File: config.mk
export PLATFORM = sky130hd
export DESIGN_NAME = instruction_decoder_flat
export DESIGN_NICKNAME = d
export VERILOG_FILES = /design/src/rtl/instruction_decoder_if.sv /design/src/rtl/instruction_decoder.sv /design/src/flat_wrapper.sv
export SDC_FILE = /design/constraint.sdc
export NUM_CORES = 1
export LEC_CHECK = 0
export BUFFER_PORTS_ARGS = -buffer_cell sky130_fd_sc_hd__clkbuf_2
export CORE_ASPECT_RATIO = 0.9
export CORE_MARGIN = 5
export CORE_UTILIZATION = 43
export DETAILED_ROUTE_END_ITERATION = 8
export GPL_TIMING_DRIVEN = 0
export PLACE_DENSITY = 0.84
export SYNTH_ARGS = -nofsm -noshare
export SYNTH_HDL_FRONTEND = slang
export SYNTH_SLANG_ARGS = --single-unit
File: constraint.sdc
create_clock -name clk -period 1.6 [get_ports clk]
set_clock_uncertainty 0.15 [all_clocks]
set_input_delay 0.24 -clock clk [delete_from_list [all_inputs] [get_ports clk]]
set_output_delay 0.24 -clock clk [all_outputs]
set_load 0.01 [all_outputs]
File: src/rtl/instruction_decoder_if.sv
// Decode port bundle: instruction word and enable in, registered op vectors and raw fields out.
// slave is the decoder side; master is the fetch/consumer side.
interface instruction_decoder_if;
  logic [31:0] instruction_code;
  logic        en;
  logic [31:0] invalid_instruction;
  logic [18:0] alu_op;
  logic [8:0]  jmp_op;
  logic [8:0]  mem_op;
  logic        cust_op;
  logic [5:0]  csr_op;
  logic [7:0]  mechie_op;
  logic [4:0]  rd;
  logic [4:0]  rs1;
  logic [4:0]  rs2;
  logic [6:0]  imm_2531;
  logic [19:0] imm_1231;
  logic [11:0] imm_2032;

  modport slave (
    input  instruction_code, en,
    output invalid_instruction, alu_op, jmp_op, mem_op, cust_op, csr_op, mechie_op,
           rd, rs1, rs2, imm_2531, imm_1231, imm_2032
  );

  modport master (
    output instruction_code, en,
    input  invalid_instruction, alu_op, jmp_op, mem_op, cust_op, csr_op, mechie_op,
           rd, rs1, rs2, imm_2531, imm_1231, imm_2032
  );
endinterface

File: src/rtl/instruction_decoder.sv
// Registered RV32I + Zicsr + machine-privileged decoder with a custom-opcode hook.
// Exact-match decode into one-hot per-unit vectors; anything unmatched is flagged invalid.
module instruction_decoder (
  input  logic                  clk,
  input  logic                  rst,
  instruction_decoder_if.slave  bus
);

  logic [31:0] word;
  logic [6:0]  opcode;
  logic [2:0]  funct3;
  logic [6:0]  funct7;

  assign word   = bus.instruction_code;
  assign opcode = word[6:0];
  assign funct3 = word[14:12];
  assign funct7 = word[31:25];

  logic [18:0] alu_d, alu_q;
  logic [8:0]  jmp_d, jmp_q;
  logic [8:0]  mem_d, mem_q;
  logic        cust_d, cust_q;
  logic [5:0]  csr_d, csr_q;
  logic [7:0]  mechie_d, mechie_q;
  logic [31:0] invalid_d, invalid_q;
  logic [31:0] word_q;

  always_comb begin
    alu_d    = '0;
    jmp_d    = '0;
    mem_d    = '0;
    cust_d   = 1'b0;
    csr_d    = '0;
    mechie_d = '0;
    case (opcode)
      7'b0010011: begin
        case (funct3)
          3'b000: alu_d[0] = 1'b1;
          3'b010: alu_d[1] = 1'b1;
          3'b011: alu_d[2] = 1'b1;
          3'b100: alu_d[3] = 1'b1;
          3'b110: alu_d[4] = 1'b1;
          3'b111: alu_d[5] = 1'b1;
          3'b001: alu_d[6] = (funct7 == 7'b0000000);
          default: begin
            alu_d[7] = (funct7 == 7'b0000000);
            alu_d[8] = (funct7 == 7'b0100000);
          end
        endcase
      end
      7'b0110011: begin
        if (funct7 == 7'b0000000) begin
          case (funct3)
            3'b000:  alu_d[9]  = 1'b1;
            3'b001:  alu_d[11] = 1'b1;
            3'b010:  alu_d[12] = 1'b1;
            3'b011:  alu_d[13] = 1'b1;
            3'b100:  alu_d[14] = 1'b1;
            3'b101:  alu_d[15] = 1'b1;
            3'b110:  alu_d[17] = 1'b1;
            default: alu_d[18] = 1'b1;
          endcase
        end else if (funct7 == 7'b0100000) begin
          alu_d[10] = (funct3 == 3'b000);
          alu_d[16] = (funct3 == 3'b101);
        end
      end
      7'b1101111: jmp_d[0] = 1'b1;
      7'b1100111: jmp_d[1] = (funct3 == 3'b000);
      7'b1100011: begin
        case (funct3)
          3'b000:  jmp_d[2] = 1'b1;
          3'b001:  jmp_d[3] = 1'b1;
          3'b100:  jmp_d[4] = 1'b1;
          3'b101:  jmp_d[5] = 1'b1;
          3'b110:  jmp_d[6] = 1'b1;
          3'b111:  jmp_d[7] = 1'b1;
          default: ;
        endcase
      end
      7'b0010111: jmp_d[8] = 1'b1;
      7'b0000011: begin
        case (funct3)
          3'b000:  mem_d[0] = 1'b1;
          3'b001:  mem_d[1] = 1'b1;
          3'b010:  mem_d[2] = 1'b1;
          3'b100:  mem_d[3] = 1'b1;
          3'b101:  mem_d[4] = 1'b1;
          default: ;
        endcase
      end
      7'b0100011: begin
        case (funct3)
          3'b000:  mem_d[5] = 1'b1;
          3'b001:  mem_d[6] = 1'b1;
          3'b010:  mem_d[7] = 1'b1;
          default: ;
        endcase
      end
      7'b0110111: mem_d[8] = 1'b1;
      7'b0001111: begin
        mechie_d[6] = (funct3 == 3'b000);
        mechie_d[7] = (funct3 == 3'b001);
      end
      7'b1110011: begin
        case (funct3)
          3'b001: csr_d[0] = 1'b1;
          3'b010: csr_d[1] = 1'b1;
          3'b011: csr_d[2] = 1'b1;
          3'b101: csr_d[3] = 1'b1;
          3'b110: csr_d[4] = 1'b1;
          3'b111: csr_d[5] = 1'b1;
          3'b000: begin
            // privileged ops are identified by the whole word, not just funct fields
            case (word)
              32'h0000_0073: mechie_d[0] = 1'b1;
              32'h0010_0073: mechie_d[1] = 1'b1;
              32'h0020_0073: mechie_d[2] = 1'b1;
              32'h1020_0073: mechie_d[3] = 1'b1;
              32'h3020_0073: mechie_d[4] = 1'b1;
              32'h1050_0073: mechie_d[5] = 1'b1;
              default: ;
            endcase
          end
          default: ;
        endcase
      end
      7'b1111111: cust_d = 1'b1;
      default: ;
    endcase
    invalid_d = (|{alu_d, jmp_d, mem_d, cust_d, csr_d, mechie_d}) ? 32'h0 : 32'hFFFF_FFFF;
  end

  always_ff @(posedge clk) begin
    if (rst) begin
      alu_q     <= '0;
      jmp_q     <= '0;
      mem_q     <= '0;
      cust_q    <= 1'b0;
      csr_q     <= '0;
      mechie_q  <= '0;
      invalid_q <= '0;
      word_q    <= '0;
    end else if (bus.en) begin
      alu_q     <= alu_d;
      jmp_q     <= jmp_d;
      mem_q     <= mem_d;
      cust_q    <= cust_d;
      csr_q     <= csr_d;
      mechie_q  <= mechie_d;
      invalid_q <= invalid_d;
      word_q    <= word;
    end
  end

  assign bus.invalid_instruction = invalid_q;
  assign bus.alu_op              = alu_q;
  assign bus.jmp_op              = jmp_q;
  assign bus.mem_op              = mem_q;
  assign bus.cust_op             = cust_q;
  assign bus.csr_op              = csr_q;
  assign bus.mechie_op           = mechie_q;
  assign bus.rd                  = word_q[11:7];
  assign bus.rs1                 = word_q[19:15];
  assign bus.rs2                 = word_q[24:20];
  assign bus.imm_2531            = word_q[31:25];
  assign bus.imm_1231            = word_q[31:12];
  assign bus.imm_2032            = word_q[31:20];

endmodule

File: src/flat_wrapper.sv
// flat-port wrapper written by rule: the top's interface ports become plain ports
module instruction_decoder_flat 
  (clk, rst, bus_instruction_code, bus_en, bus_invalid_instruction, bus_alu_op, bus_jmp_op, bus_mem_op, bus_cust_op, bus_csr_op, bus_mechie_op, bus_rd, bus_rs1, bus_rs2, bus_imm_2531, bus_imm_1231, bus_imm_2032);
  instruction_decoder_if bus_i ();
  input  logic clk;
  input  logic rst;
  input wire logic [$bits(bus_i.instruction_code)-1:0] bus_instruction_code;
  input wire logic [$bits(bus_i.en)-1:0] bus_en;
  output wire logic [$bits(bus_i.invalid_instruction)-1:0] bus_invalid_instruction;
  output wire logic [$bits(bus_i.alu_op)-1:0] bus_alu_op;
  output wire logic [$bits(bus_i.jmp_op)-1:0] bus_jmp_op;
  output wire logic [$bits(bus_i.mem_op)-1:0] bus_mem_op;
  output wire logic [$bits(bus_i.cust_op)-1:0] bus_cust_op;
  output wire logic [$bits(bus_i.csr_op)-1:0] bus_csr_op;
  output wire logic [$bits(bus_i.mechie_op)-1:0] bus_mechie_op;
  output wire logic [$bits(bus_i.rd)-1:0] bus_rd;
  output wire logic [$bits(bus_i.rs1)-1:0] bus_rs1;
  output wire logic [$bits(bus_i.rs2)-1:0] bus_rs2;
  output wire logic [$bits(bus_i.imm_2531)-1:0] bus_imm_2531;
  output wire logic [$bits(bus_i.imm_1231)-1:0] bus_imm_1231;
  output wire logic [$bits(bus_i.imm_2032)-1:0] bus_imm_2032;
  assign bus_i.instruction_code = bus_instruction_code;
  assign bus_i.en = bus_en;
  assign bus_invalid_instruction = bus_i.invalid_instruction;
  assign bus_alu_op = bus_i.alu_op;
  assign bus_jmp_op = bus_i.jmp_op;
  assign bus_mem_op = bus_i.mem_op;
  assign bus_cust_op = bus_i.cust_op;
  assign bus_csr_op = bus_i.csr_op;
  assign bus_mechie_op = bus_i.mechie_op;
  assign bus_rd = bus_i.rd;
  assign bus_rs1 = bus_i.rs1;
  assign bus_rs2 = bus_i.rs2;
  assign bus_imm_2531 = bus_i.imm_2531;
  assign bus_imm_1231 = bus_i.imm_1231;
  assign bus_imm_2032 = bus_i.imm_2032;
  instruction_decoder u_core (.clk(clk), .rst(rst), .bus(bus_i));
endmodule
==> results.md, run 1 <==
- The kind of path behind the tightest hold check is primary input to flop.
- Counting every sink on the clock net gives 78.
- The power per cell area is 861 nW/µm².
- The depth of the CTS H-tree is 3.
- The commonest non-fill, non-tap cell in the layout is clkbuf_2.
- The number of slew-limit violations in the final report is 0.
- TritonCTS built the clock tree.
- After the flow finishes, the layout carries non-filler instances totaling 750.
- Detailed routing inserted a total of 3780 vias.
- The area after detailed placement is 4830 µm².
- The number of buffers created by CTS is 9.
- The largest area contributor in the netlist is dfxtp_1.
- By area the synthesized netlist is led by dfxtp_1 41%, buf_4 12%, a22oi_1 7.8%.
- The source-to-sink clock delay at the later pin of the worst-skew pair is 0.35 ns.
- The starting utilization of the core area is 44.3%.
- The number of antenna violations at the first check in global routing is 0.
- Synthesis inferred 78 register bits.
- The commonest register cell after synthesis is dfxtp_1.
- The routed length per placed instance is 15.2 µm.
- For the worst setup path, the data required time is 1.70 ns.
- The wire-length estimate of the detail-placed layout is 8770 µm.
- The number of warnings issued by yosys is 0.
- For this run, the top clock speed supported by timing is 649 MHz.
- The area inside the core boundary is 8650 µm².
- The number of input and output port buffers inserted is 168.
- In the final layout, the share of cells above drive strength 1 is 44.7%.
- Once placement completed, the tool counted placed cells totaling 726.
- The time the worst path needs with I/O delays and setup is 1.54 ns.
- The tree is rooted in a clkbuf_8.
- During I/O placement, the number of pins put on the boundary was 173.
- The count of nets left with antenna violations once routing finished came out at 0.
- The first detailed-routing pass ran for 7 iterations.
- The classification of the worst setup path is primary input to flop.
- At the end of routability-driven placement, the weighted congestion stood at 0.894.
- In the synthesized netlist, the number of instances is 439.
- STA classifies the critical path startpoint as a primary input.
- For the pin with the worst max-slew slack, the measured transition is 0.605 ns.
- The clock passes through at most 2 buffers.
- The maximum net fanout on the critical path is 10.
- The run finished with clean final reports.
- The portion of total power attributed to combinational logic is 17.2%.
- In this run, the number of DRC markers left after iteration 0 of detailed routing was 301.
- The per-instance average area after synthesis is 8.73 µm².
- After layout, the worst path uses 96.3% of the clock period.
- The sequential group share of total power is 45.1%.
- The internal power contribution is 3.27 mW.
- Setup repair after global routing left no endpoint under its margin.
- The number of maximum-capacitance violations is 0.
- The die covers 10900 µm².
- The final layout contains 661 nets.
- The routed design has 11400 µm of wire.
- The final-report setup violation count is 0.
- The filler cells instantiated in the layout total 810.
- The final-layout setup total negative slack is 0 ns.
- The switching power total is 1.18 mW.
- The remaining global-route overflow is 0.
- The cell area after synthesis is 3830 µm².
- The sort of element at the end of the critical path is a flop.
- The row count is 32.
- Synthesis instantiated 53 different standard cells from the library.
- The leakage power is 2.48 nW.
- The relative area change from synthesis to final layout is 35.1%.
- The area of all placed cells without fillers is 5180 µm².
- The count of unresolved DRC violations after routing is 0.
- The proportion of netlist area held by the largest area contributor is 40.7%.
- The first-pass GRT wire length is 17300 µm.
- The number of hold violations in the final report is 0.
- When the netlist entered floorplanning its net count stood at 474.
- Of the total power, the share spent switching nets is 26.6%.
- The worst vdd rail ir drop is 0.519 mV.
- The floorplan step set the die height to 99.6 µm.
- The share of async-settable or async-resettable flops after synthesis is 0%.
- The post-CTS clock slew at the launch and capture registers of the worst setup and hold paths is 0.08 ns.
- STA puts the critical path data arrival time at 1.64 ns.
- Yosys mapped a number of flops with a built-in enable equal to 0.
- The average via count per standard cell is 5.04.
- The die width is 110 µm.
- The relative contribution of the clock network to total power is 37.7%.
- The largest net degree at the start of global routing is 34.
- The post-synthesis sequential area ratio is 40.7%.
- The number of global-route vias before repair is 3454.
- For this run, the total global-route usage over all layers was measured as 20.0%.
- The remaining max-slew budget at the tightest pin is 59.6%.
- The top cell types in the final layout, fill and taps aside, are 170 x clkbuf_2, 80 x nor2_1, 77 x dfxtp_1.
- The number of antenna diodes in the final layout is 0.
==> metal layers <==
layer | routed length [µm] | up-vias | track usage (%)
met3 | 1110 | 13 | 5.52
met2 | 5520 | 183 | 33.2
met1 | 4620 | 1754 | 25.5
li1 | - | 1830 | -
met5 | 0 | - | 0
met4 | 143 | 0 | 5.18
==> area by class of cell <==
class	count	area [µm²]	area share [%]
buffer	91	622	12.0
clock buffer	10	138	2.66
clock inverter	6	93.8	1.81
inverter	4	15.0	0.290
multi-input combinational	266	1670	32.3
sequential	78	1570	30.2
tap	119	149	2.88
timing repair buffer	176	925	17.9
==> power groups by stage <==
| stage | Combinational [mW] | Sequential [mW] | Clock (mW) |
|---|---|---|---|
| 2_1_floorplan | 0.431 | 2.08 | 0 |
| 3_5_place_dp | 0.724 | 2.07 | 0 |
| 3_3_place_gp | 0.711 | 2.07 | 0 |
| 4_1_cts | 0.728 | 2.03 | 1.71 |
| 5_1_grt | 0.830 | 2.02 | 1.80 |
| 6_report | 0.765 | 2.01 | 1.68 |
==> flip-flops by register name (all words and copies together) (netlist names) <==
register / cells
u_core.bus.alu_op: 19
u_core.bus.jmp_op: 9
u_core.bus.cust_op: 1
u_core.bus.invalid_instruction: 1
u_core.bus.mechie_op: 8
u_core.bus.csr_op: 6
u_core.bus.mem_op: 9
u_core.word_q: 25
==> synthesized netlist by cell type (2+ instances only) <==
| master | number |
|---|---|
| nor2b_1 | 3 |
| buf_2 | 4 |
| a31oi_1 | 3 |
| nor4_4 | 3 |
| buf_6 | 5 |
| nor3b_1 | 5 |
| nand2_1 | 21 |
| nand2b_1 | 5 |
| and3_1 | 2 |
| nand3_1 | 10 |
| nor2_1 | 80 |
| nor3_1 | 9 |
| a22oi_1 | 40 |
| clkbuf_1 | 19 |
| o21ai_0 | 5 |
| a21oi_1 | 17 |
| nand4_1 | 5 |
| nor4_2 | 3 |
| inv_1 | 3 |
| mux2i_1 | 24 |
| buf_4 | 60 |
| and2_1 | 4 |
| buf_1 | 2 |
| dfxtp_1 | 78 |
==> final timing paths <==
check                                     start                                  to  slack (ns)  depth (start not counted)
max                    bus_instruction_code[12]  u_core.bus.invalid_instruction[30]        0.06                          6
max reg2reg  u_core.bus.invalid_instruction[30]  u_core.bus.invalid_instruction[30]        0.50                          3
min                    bus_instruction_code[20]                   u_core.word_q[20]        0.02                          3
min reg2reg             u_core.bus.mechie_op[2]             u_core.bus.mechie_op[2]        0.32                          2
==> timing repair <==
item,in CTS,in global routing
hold buffers,3,0
hold endpoints to repair,3,0
resized for setup,3,8
setup buffers,0,5
cloned,0,0
setup endpoints to repair,33,44
pin swaps,0,2
==> through the flow <==
| stage | power, mW | util [%] | setup WS [ns] | hold slack, ns |
|---|---|---|---|---|
| floorplan | 2.51 | - | -0.0546 | 0.234 |
| global placement | 2.78 | 55.9 | -0.360 | 0.303 |
| detailed placement | 2.80 | 55.9 | -0.388 | 0.307 |
| CTS | 4.46 | 59.0 | 0.000307 | 0.00168 |
| global route | 4.65 | 59.9 | 0.0196 | 0.00982 |
| finish | 4.46 | 59.9 | 0.0586 | 0.0206 |
==> cell families after synthesis <==
kind of cell | count (synthesis) | synth area share [%]
AO/OA/AOI/OAI | 73 | 12.9
XOR/XNOR | 1 | 0.229
buffers and inverters | 95 | 16.6
flip-flops | 78 | 40.7
multiplexers | 24 | 6.27
AND/OR/NAND/NOR | 168 | 23.3
==> critical path, cell delays in order <==
cell	delay [ns]
buf_6	0.12
nor3_4	0.35
nand4_4	0.23
nor4_4	0.35
a31oi_1	0.12
a41o_1	0.23
No activity file was read; power rests on OpenSTA's default activity.
==> run 2, diff against run 1 <==
--- a/config.mk
+++ b/config.mk
@@ -11,6 +11,7 @@
 export CORE_UTILIZATION = 43
 export DETAILED_ROUTE_END_ITERATION = 8
 export GPL_TIMING_DRIVEN = 0
+export HOLD_SLACK_MARGIN = 0.08
 export PLACE_DENSITY = 0.84
 export SYNTH_ARGS = -nofsm -noshare
 export SYNTH_HDL_FRONTEND = slang
==> results.md, run 2 (synthesis gave the netlist of run 1 again) <==
- The maximum achievable frequency came to 646 MHz (-0.50%).
- The maximum net fanout on the critical path is 4 (-6).
- The remaining antenna violation count after routing is 0 (unchanged).
- The final-report setup violation count was 0 (unchanged).
- The cell count after placement is 726 (unchanged).
- The worst vdd rail ir drop came to 0.520 mV (+0.15%).
- The count of inserted antenna diode cells is 0 (unchanged).
- The post-CTS clock slew at the launch and capture registers of the worst setup and hold paths is 0.09 ns (about the same).
- The source-to-sink clock delay at the later pin of the worst-skew pair is 0.36 ns (about the same).
- The final-layout setup total negative slack is 0 ns (unchanged).
- The relative area change from synthesis to final layout is 40.1%.
- The slew at the pin closest to its max-slew limit is 0.609 ns (+0.00405 ns).
- The average via count per standard cell is 5.04 (about the same).
- The final setup slack of the worst path is 0.0509 ns (-0.00774 ns).
- The setup slack after placement is -0.388 ns (unchanged).
- The critical path goes through clkbuf_2 > or3_1 > or2_1 > nor4_2 > nand2b_1 > a21oi_1.
- The die area is 10900 µm² (unchanged).
- The last weighted congestion value of the routability-driven placer is 0.894 (unchanged).
- The row count is 32 (unchanged).
- The worst stage delay on the critical path is 0.39 ns (+0.04 ns).
- The height of the die is 99.6 µm (unchanged).
- The routed length per placed instance was 15.3 µm (+0.61%).
- The area after detailed placement is 4830 µm² (unchanged).
- The first-pass GRT wire length is 18000 µm (+3.8%).
- The DRC violation total after the first TritonRoute iteration is 276 (-8.3%).
- The number of buffers created by CTS came to 9 (unchanged).
- The count of unresolved DRC violations after routing is 0 (unchanged).
- The required time reported for the critical path endpoint is 1.74 ns (+0.04 ns).
- The launching element type of the critical path is a primary input.
- The data arrival time of the critical path is 1.69 ns (+0.05 ns).
- The area inside the core boundary is 8650 µm² (unchanged).
- The number of global-route vias before repair was 3602 (+4.3%).
- The depth of the CTS H-tree is 3 (unchanged).
- The register-to-register path setup slack is 0.50 ns (about the same).
- The CTS sink count is 78 (unchanged).
- The flip-flop count of the largest register after layout is 25 (unchanged).
- The kind of path behind the tightest hold check is primary input to flop.
- The number of maximum-capacitance violations was 0 (unchanged).
- The number of input and output port buffers inserted is 168 (unchanged).
- The number of I/O pins is 173 (unchanged).
- The share of the cycle needed by the critical path after routing is 96.8% (+0.48 points).
- The number of slew-limit violations in the final report came to 0 (unchanged).
- The slowest stage cell on the critical path is or3_1.
- The area taken by flip-flops and latches was 1570 µm² (unchanged).
- The time the worst path needs with I/O delays and setup was 1.55 ns (+0.00774 ns).
- The run finished with clean final reports.
- Leaving out fill and tap cells, the most frequent cells in the layout are 170 x clkbuf_2, 80 x nor2_1, 77 x dfxtp_1.
- The die width is 110 µm (unchanged).
- Setup repair after global routing left no endpoint under its margin.
- The largest net degree at the start of global routing was 34 (unchanged).
- The area of the multi-input gates was 1670 µm² (unchanged).
- The commonest non-fill, non-tap cell in the layout is clkbuf_2.
- The leakage power is 2.56 nW (+3.2%).
- The number of hold violations in the final report was 0 (unchanged).
- The number of antenna violations at the first check in global routing is 0 (unchanged).
- The CTS tree is done.
- The filler cell count in the final layout was 796 (-1.7%).
- The count of nets after finishing is 680 (+2.9%).
- The all-layer global routing usage was 20.7% (+0.75 points).
- The area of all placed cells without fillers is 5370 µm² (+3.7%).
- The number of buffers on the longest clock path is 2 (unchanged).
- The number of search-and-repair iterations in the first detailed-routing pass is 5 (-2).
- The layout cell share with drive strength beyond 1 is 43.4% (-1.3 points).
- More flip-flops sit in one register than any other, and that register is u_core.word_q.
- The remaining global-route overflow is 0 (unchanged).
- The number of standard cells in the layout, taps in and fillers out is 769 (+2.5%).
- The critical path is of the primary input to flop type.
- The number of vias in the routed layout came to 3877 (+2.6%).
- The power per cell area is 838 nW/µm² (-2.6%).
- The starting utilization of the core area is 44.3% (unchanged).
- The buffer type at the clock tree root is clkbuf_8.
- The remaining max-slew budget at the tightest pin is 59.4% (-0.27 points).
- The total routed wirelength is 11800 µm (+3.2%).
- STA classifies the critical path endpoint as a flop.
- The half-perimeter wire length after placement is 8770 µm (unchanged).
## run 2: cell count changes in the layout (fill, tap and decap cells not counted)
cell           delta
dlygate4sd3_1    +19
## run 2: repair_timing
| item | 4_1_cts | 5_1_grt |
|---|---|---|
| hold endpoints to repair | 23 | 0 |
| pin swaps | 0 | 2 |
| gates resized for setup | 3 | 8 |
| setup endpoints to repair | 33 | 44 |
| buffers inserted | 0 | 5 |
| hold buffers | 22 | 0 |
## run 2: power by group
group	total, mW	switching (mW)	leakage [nW]	internal [mW]
clock network	1.68	0.753	0.113	0.931
logic	0.805	0.410	1.82	0.395
registers	2.01	0.0335	0.634	1.98
total	4.50	1.20	2.56	3.31
## run 2: cell type report
class | count | share of cell area [%]
Buffer | 91 | 11.6
Clock buffer | 10 | 2.56
Clock inverter | 6 | 1.75
Inverter | 4 | 0.280
Multi-Input combinational cell | 266 | 31.1
Sequential cell | 78 | 29.2
Tap cell | 119 | 2.77
Timing Repair Buffer | 195 | 20.8
## run 2: final timing paths
path | cells after the start | end | start
setup reg to reg | 3 | u_core.bus.invalid_instruction[30] | u_core.bus.invalid_instruction[30]
hold / removal | 4 | u_core.bus.alu_op[6] | bus_instruction_code[30]
hold reg to reg | 2 | u_core.bus.mechie_op[2] | u_core.bus.mechie_op[2]
setup / recovery | 6 | u_core.bus.mechie_op[3] | bus_instruction_code[22]
## run 2: routing by layer
metal	part of all wire [%]	vias up	wire [µm]	global-route usage, %
li1	-	1867	-	-
met1	40	1818	4680	25.9
met5	0	-	0	0
met4	1.3	0	158	5.66
met3	9.8	13	1150	5.65
met2	49	179	5760	35.0
## run 2: per-stage QoR
stage / util, % / power (mW) / hold slack [ns]
after floorplan: - / 2.51 / 0.234
after global placement: 55.9 / 2.78 / 0.303
after detailed placement: 55.9 / 2.80 / 0.307
after CTS: 61.2 / 4.50 / 0.0839
after global routing: 62.1 / 4.69 / 0.135
final: 62.1 / 4.50 / 0.111
## run 2: critical path: cells and delay by family
| family | cells | cell delay [ns] |
|---|---|---|
| buffers and inverters | 1 | 0.11 |
| AOI/OAI and AO/OA | 1 | 0.13 |
| and+or+nand+nor | 4 | 1.19 |
==> run 3, diff against run 2 <==
--- a/config.mk
+++ b/config.mk
@@ -6,13 +6,13 @@
 export NUM_CORES = 1
 export LEC_CHECK = 0
 export BUFFER_PORTS_ARGS = -buffer_cell sky130_fd_sc_hd__clkbuf_2
-export CORE_ASPECT_RATIO = 0.9
+export CORE_ASPECT_RATIO = 1.2
 export CORE_MARGIN = 5
 export CORE_UTILIZATION = 43
 export DETAILED_ROUTE_END_ITERATION = 8
 export GPL_TIMING_DRIVEN = 0
 export HOLD_SLACK_MARGIN = 0.08
-export PLACE_DENSITY = 0.84
+export PLACE_DENSITY = 0.75
 export SYNTH_ARGS = -nofsm -noshare
 export SYNTH_HDL_FRONTEND = slang
 export SYNTH_SLANG_ARGS = --single-unit
==> results.md, run 3 (synthesis gave the netlist of run 1 again) <==
- The number of buffers on the longest clock path is 2 (unchanged).
- The worst slack on hold paths is 0.0989 ns (-0.0123 ns).
- The die width is 96.2 µm (-12%).
- The last weighted congestion value of the routability-driven placer is 0.864 (-3.4%).
- The number of buffers created by CTS is 9 (unchanged).
- The number of search-and-repair iterations in the first detailed-routing pass was 5 (unchanged).
- The share of the cycle needed by the critical path after routing is 99.6% (+2.8 points).
- The number of antenna violations at the first check in global routing was 0 (unchanged).
- The power per cell area is 810 nW/µm² (-3.4%).
- The end of the worst hold path is u_core.bus.jmp_op[8].
- The number of input and output port buffers inserted is 168 (unchanged).
- The source-to-sink clock delay at the later pin of the worst-skew pair is 0.34 ns (-0.02 ns).
- The commonest non-fill, non-tap cell in the layout is clkbuf_2.
- The filler cell count in the final layout is 773 (-2.9%).
- The count of nets after finishing was 679 (-0.15%).
- The required time reported for the critical path endpoint is 1.69 ns (-0.05 ns).
- By startpoint and endpoint, the worst setup path is classified as primary input to flop.
- The setup slack after placement is -0.490 ns (-0.101 ns).
- The worst hold path begins at bus_instruction_code[6].
- From synthesis to final layout, the design area changed by 38.7%.
- The slowest stage cell on the critical path is nor4b_1.
- The data arrival time of the critical path is 1.68 ns (about the same).
- The number of vias in the routed layout is 3882 (+0.13%).
- The number of slew-limit violations in the final report is 0 (unchanged).
- The height of the die is 113 µm (+14%).
- The post-CTS clock slew at the launch and capture registers of the worst setup and hold paths is 0.08 ns (about the same).
- The number of I/O pins is 173 (unchanged).
- The number of cells on the worst reg-to-reg path came to 3 (unchanged).
- The register-to-register path setup slack was 0.50 ns (about the same).
- The depth of the CTS H-tree is 3 (unchanged).
- The root buffer cell chosen for the clock tree is clkbuf_8.
- The register with the highest flop count is u_core.word_q.
- The maximum net fanout on the critical path is 10 (+6).
- The launching point of the worst reg2reg path is u_core.bus.invalid_instruction[30].
- The all-layer global routing usage is 21.2% (+0.48 points).
- The largest net degree at the start of global routing was 34 (unchanged).
- The remaining antenna violation count after routing is 0 (unchanged).
- The average via count per standard cell is 5.07 (+0.52%).
- The maximum achievable frequency is 627 MHz (-2.8%).
- The buffers plus inverters on the worst setup path is 3 (+2).
- The area inside the core boundary is 8660 µm² (+0.10%).
- The die area is 10900 µm² (about the same).
- The flow ran to the end, and the final reports show no timing, DRC or antenna violations.
- STA classifies the critical path startpoint as a primary input.
- Grouping stages by cell kind, the critical path spends the most delay in simple AND/OR/NAND/NOR gates.
- The hold path depth is 4 (unchanged).
- Walking the worst path, the cells encountered are clkbuf_2 > buf_2 > nor4b_1 > nand4_1 > buf_4 > o21bai_1 > a41o_1.
- The number of maximum-capacitance violations is 0 (unchanged).
- The worst stage delay on the critical path came to 0.43 ns (+0.04 ns).
- The slew at the pin closest to its max-slew limit is 0.612 ns (+0.00213 ns).
- The number of global-route vias before repair is 3716 (+3.2%).
- The sort of element at the end of the critical path is a flop.
- The count of inserted antenna diode cells is 0 (unchanged).
- The layout cell share with drive strength beyond 1 was 43.3% (-0.087 points).
- The leakage power is 2.53 nW (-1.3%).
- The count of unresolved DRC violations after routing is 0 (unchanged).
- The capture instance of the worst register-to-register path is u_core.bus.invalid_instruction[30].
- The number of hold violations in the final report was 0 (unchanged).
- In the layout the commonest cells are 169 x clkbuf_2, 79 x nor2_1, 77 x dfxtp_1.
- The final setup slack of the worst path was 0.00629 ns (-0.0446 ns).
- The total routed wirelength is 11800 µm (about the same).
- The half-perimeter wire length after placement is 8610 µm (-1.8%).
- The DRC violation total after the first TritonRoute iteration is 324 (+17%).
- The starting utilization of the core area was 44.3% (-0.045 points).
- The row count was 37 (+16%).
- The worst vdd rail ir drop came to 0.376 mV (-28%).
- The final standard cell utilization of the core was 61.4% (-0.68 points).
- The CTS sink count is 78 (unchanged).
- The first-pass GRT wire length came to 18300 µm (+1.9%).
- The routed length per placed instance is 15.4 µm (+0.48%).
- The final-report setup violation count was 0 (unchanged).
- TritonCTS built the clock tree.
- The remaining global-route overflow is 0 (unchanged).
- The flip-flop count of the largest register after layout is 25 (unchanged).
- The path class of the tightest hold or removal check is primary input to flop.
- The time the worst path needs with I/O delays and setup is 1.59 ns (+0.0446 ns).
- The remaining max-slew budget at the tightest pin came to 59.2% (-0.14 points).
==> run 3: cell count changes in the layout (fill, tap and decap cells not counted), sizes merged <==
cell,delta
clkinvlp,+2
buf,+1
bufinv,-1
dlygate4sd3,-2
clkinv,-1
==> run 3: through the flow <==
step	setup TNS (ns)	total power, mW	area (µm²)	cells
floorplan	-0.0546	2.51	3840	439
global placement	-10.91	2.79	4830	724
detailed placement	-14.06	2.80	4830	724
CTS	0	4.30	5240	760
global route	-0.755	4.49	5320	766
finish	0	4.31	5320	766
==> run 3: per-layer routing <==
metal | part of all wire, % | routed length [µm] | track usage, %
met3 | 8.5 | 1000 | 5.01
met5 | 0 | 0 | 0
met1 | 40 | 4700 | 26.5
met4 | 1.9 | 227 | 7.02
met2 | 50 | 5830 | 35.5
==> run 3: cell type report <==
type	count	area, µm²	share of cell area, %
well taps	117	146	2.75
flip-flops and latches	78	1570	29.4
inverters	4	15.0	0.282
multi-input cells	266	1670	31.4
clock buffers	10	128	2.40
clock inverters	6	70.1	1.32
plain buffers	91	621	11.7
repair buffers	194	1100	20.7
==> run 3: repair_timing <==
item / in CTS / in global routing
hold buffers: 20 / 0
gates resized for setup: 3 / 6
endpoints found under the hold margin: 21 / 0
pin swaps: 0 / 4
endpoints found under the setup margin: 33 / 48
setup buffers: 0 / 6
==> run 3: how the worst max path moves through the flow <==
stage / from / to / slack (ns) / cells after the start
CTS: bus_instruction_code[14] / u_core.bus.invalid_instruction[30] / 0.007 / 6
finish: bus_instruction_code[6] / u_core.bus.invalid_instruction[30] / 0.006 / 7
floorplan: bus_instruction_code[30] / u_core.bus.invalid_instruction[30] / -0.05 / 6
detailed placement: bus_instruction_code[14] / u_core.bus.alu_op[6] / -0.49 / 6
global route: bus_instruction_code[6] / u_core.bus.alu_op[14] / -0.11 / 8
global placement: bus_instruction_code[14] / u_core.bus.alu_op[6] / -0.46 / 6
==> run 3: worst min-delay path: stages <==
cell	delay (ns)
clkbuf_2	0.10
nor3b_2	0.06
nand3_1	0.08
a21oi_1	0.06
==> run 3: where the power goes <==
| group | total, mW | switching, mW | internal, mW | leakage (nW) |
|---|---|---|---|---|
| Combinational | 0.804 | 0.413 | 0.391 | 1.81 |
| Clock | 1.49 | 0.760 | 0.729 | 0.0891 |
| Sequential | 2.01 | 0.0331 | 1.98 | 0.634 |
| Total | 4.31 | 1.21 | 3.10 | 2.53 |
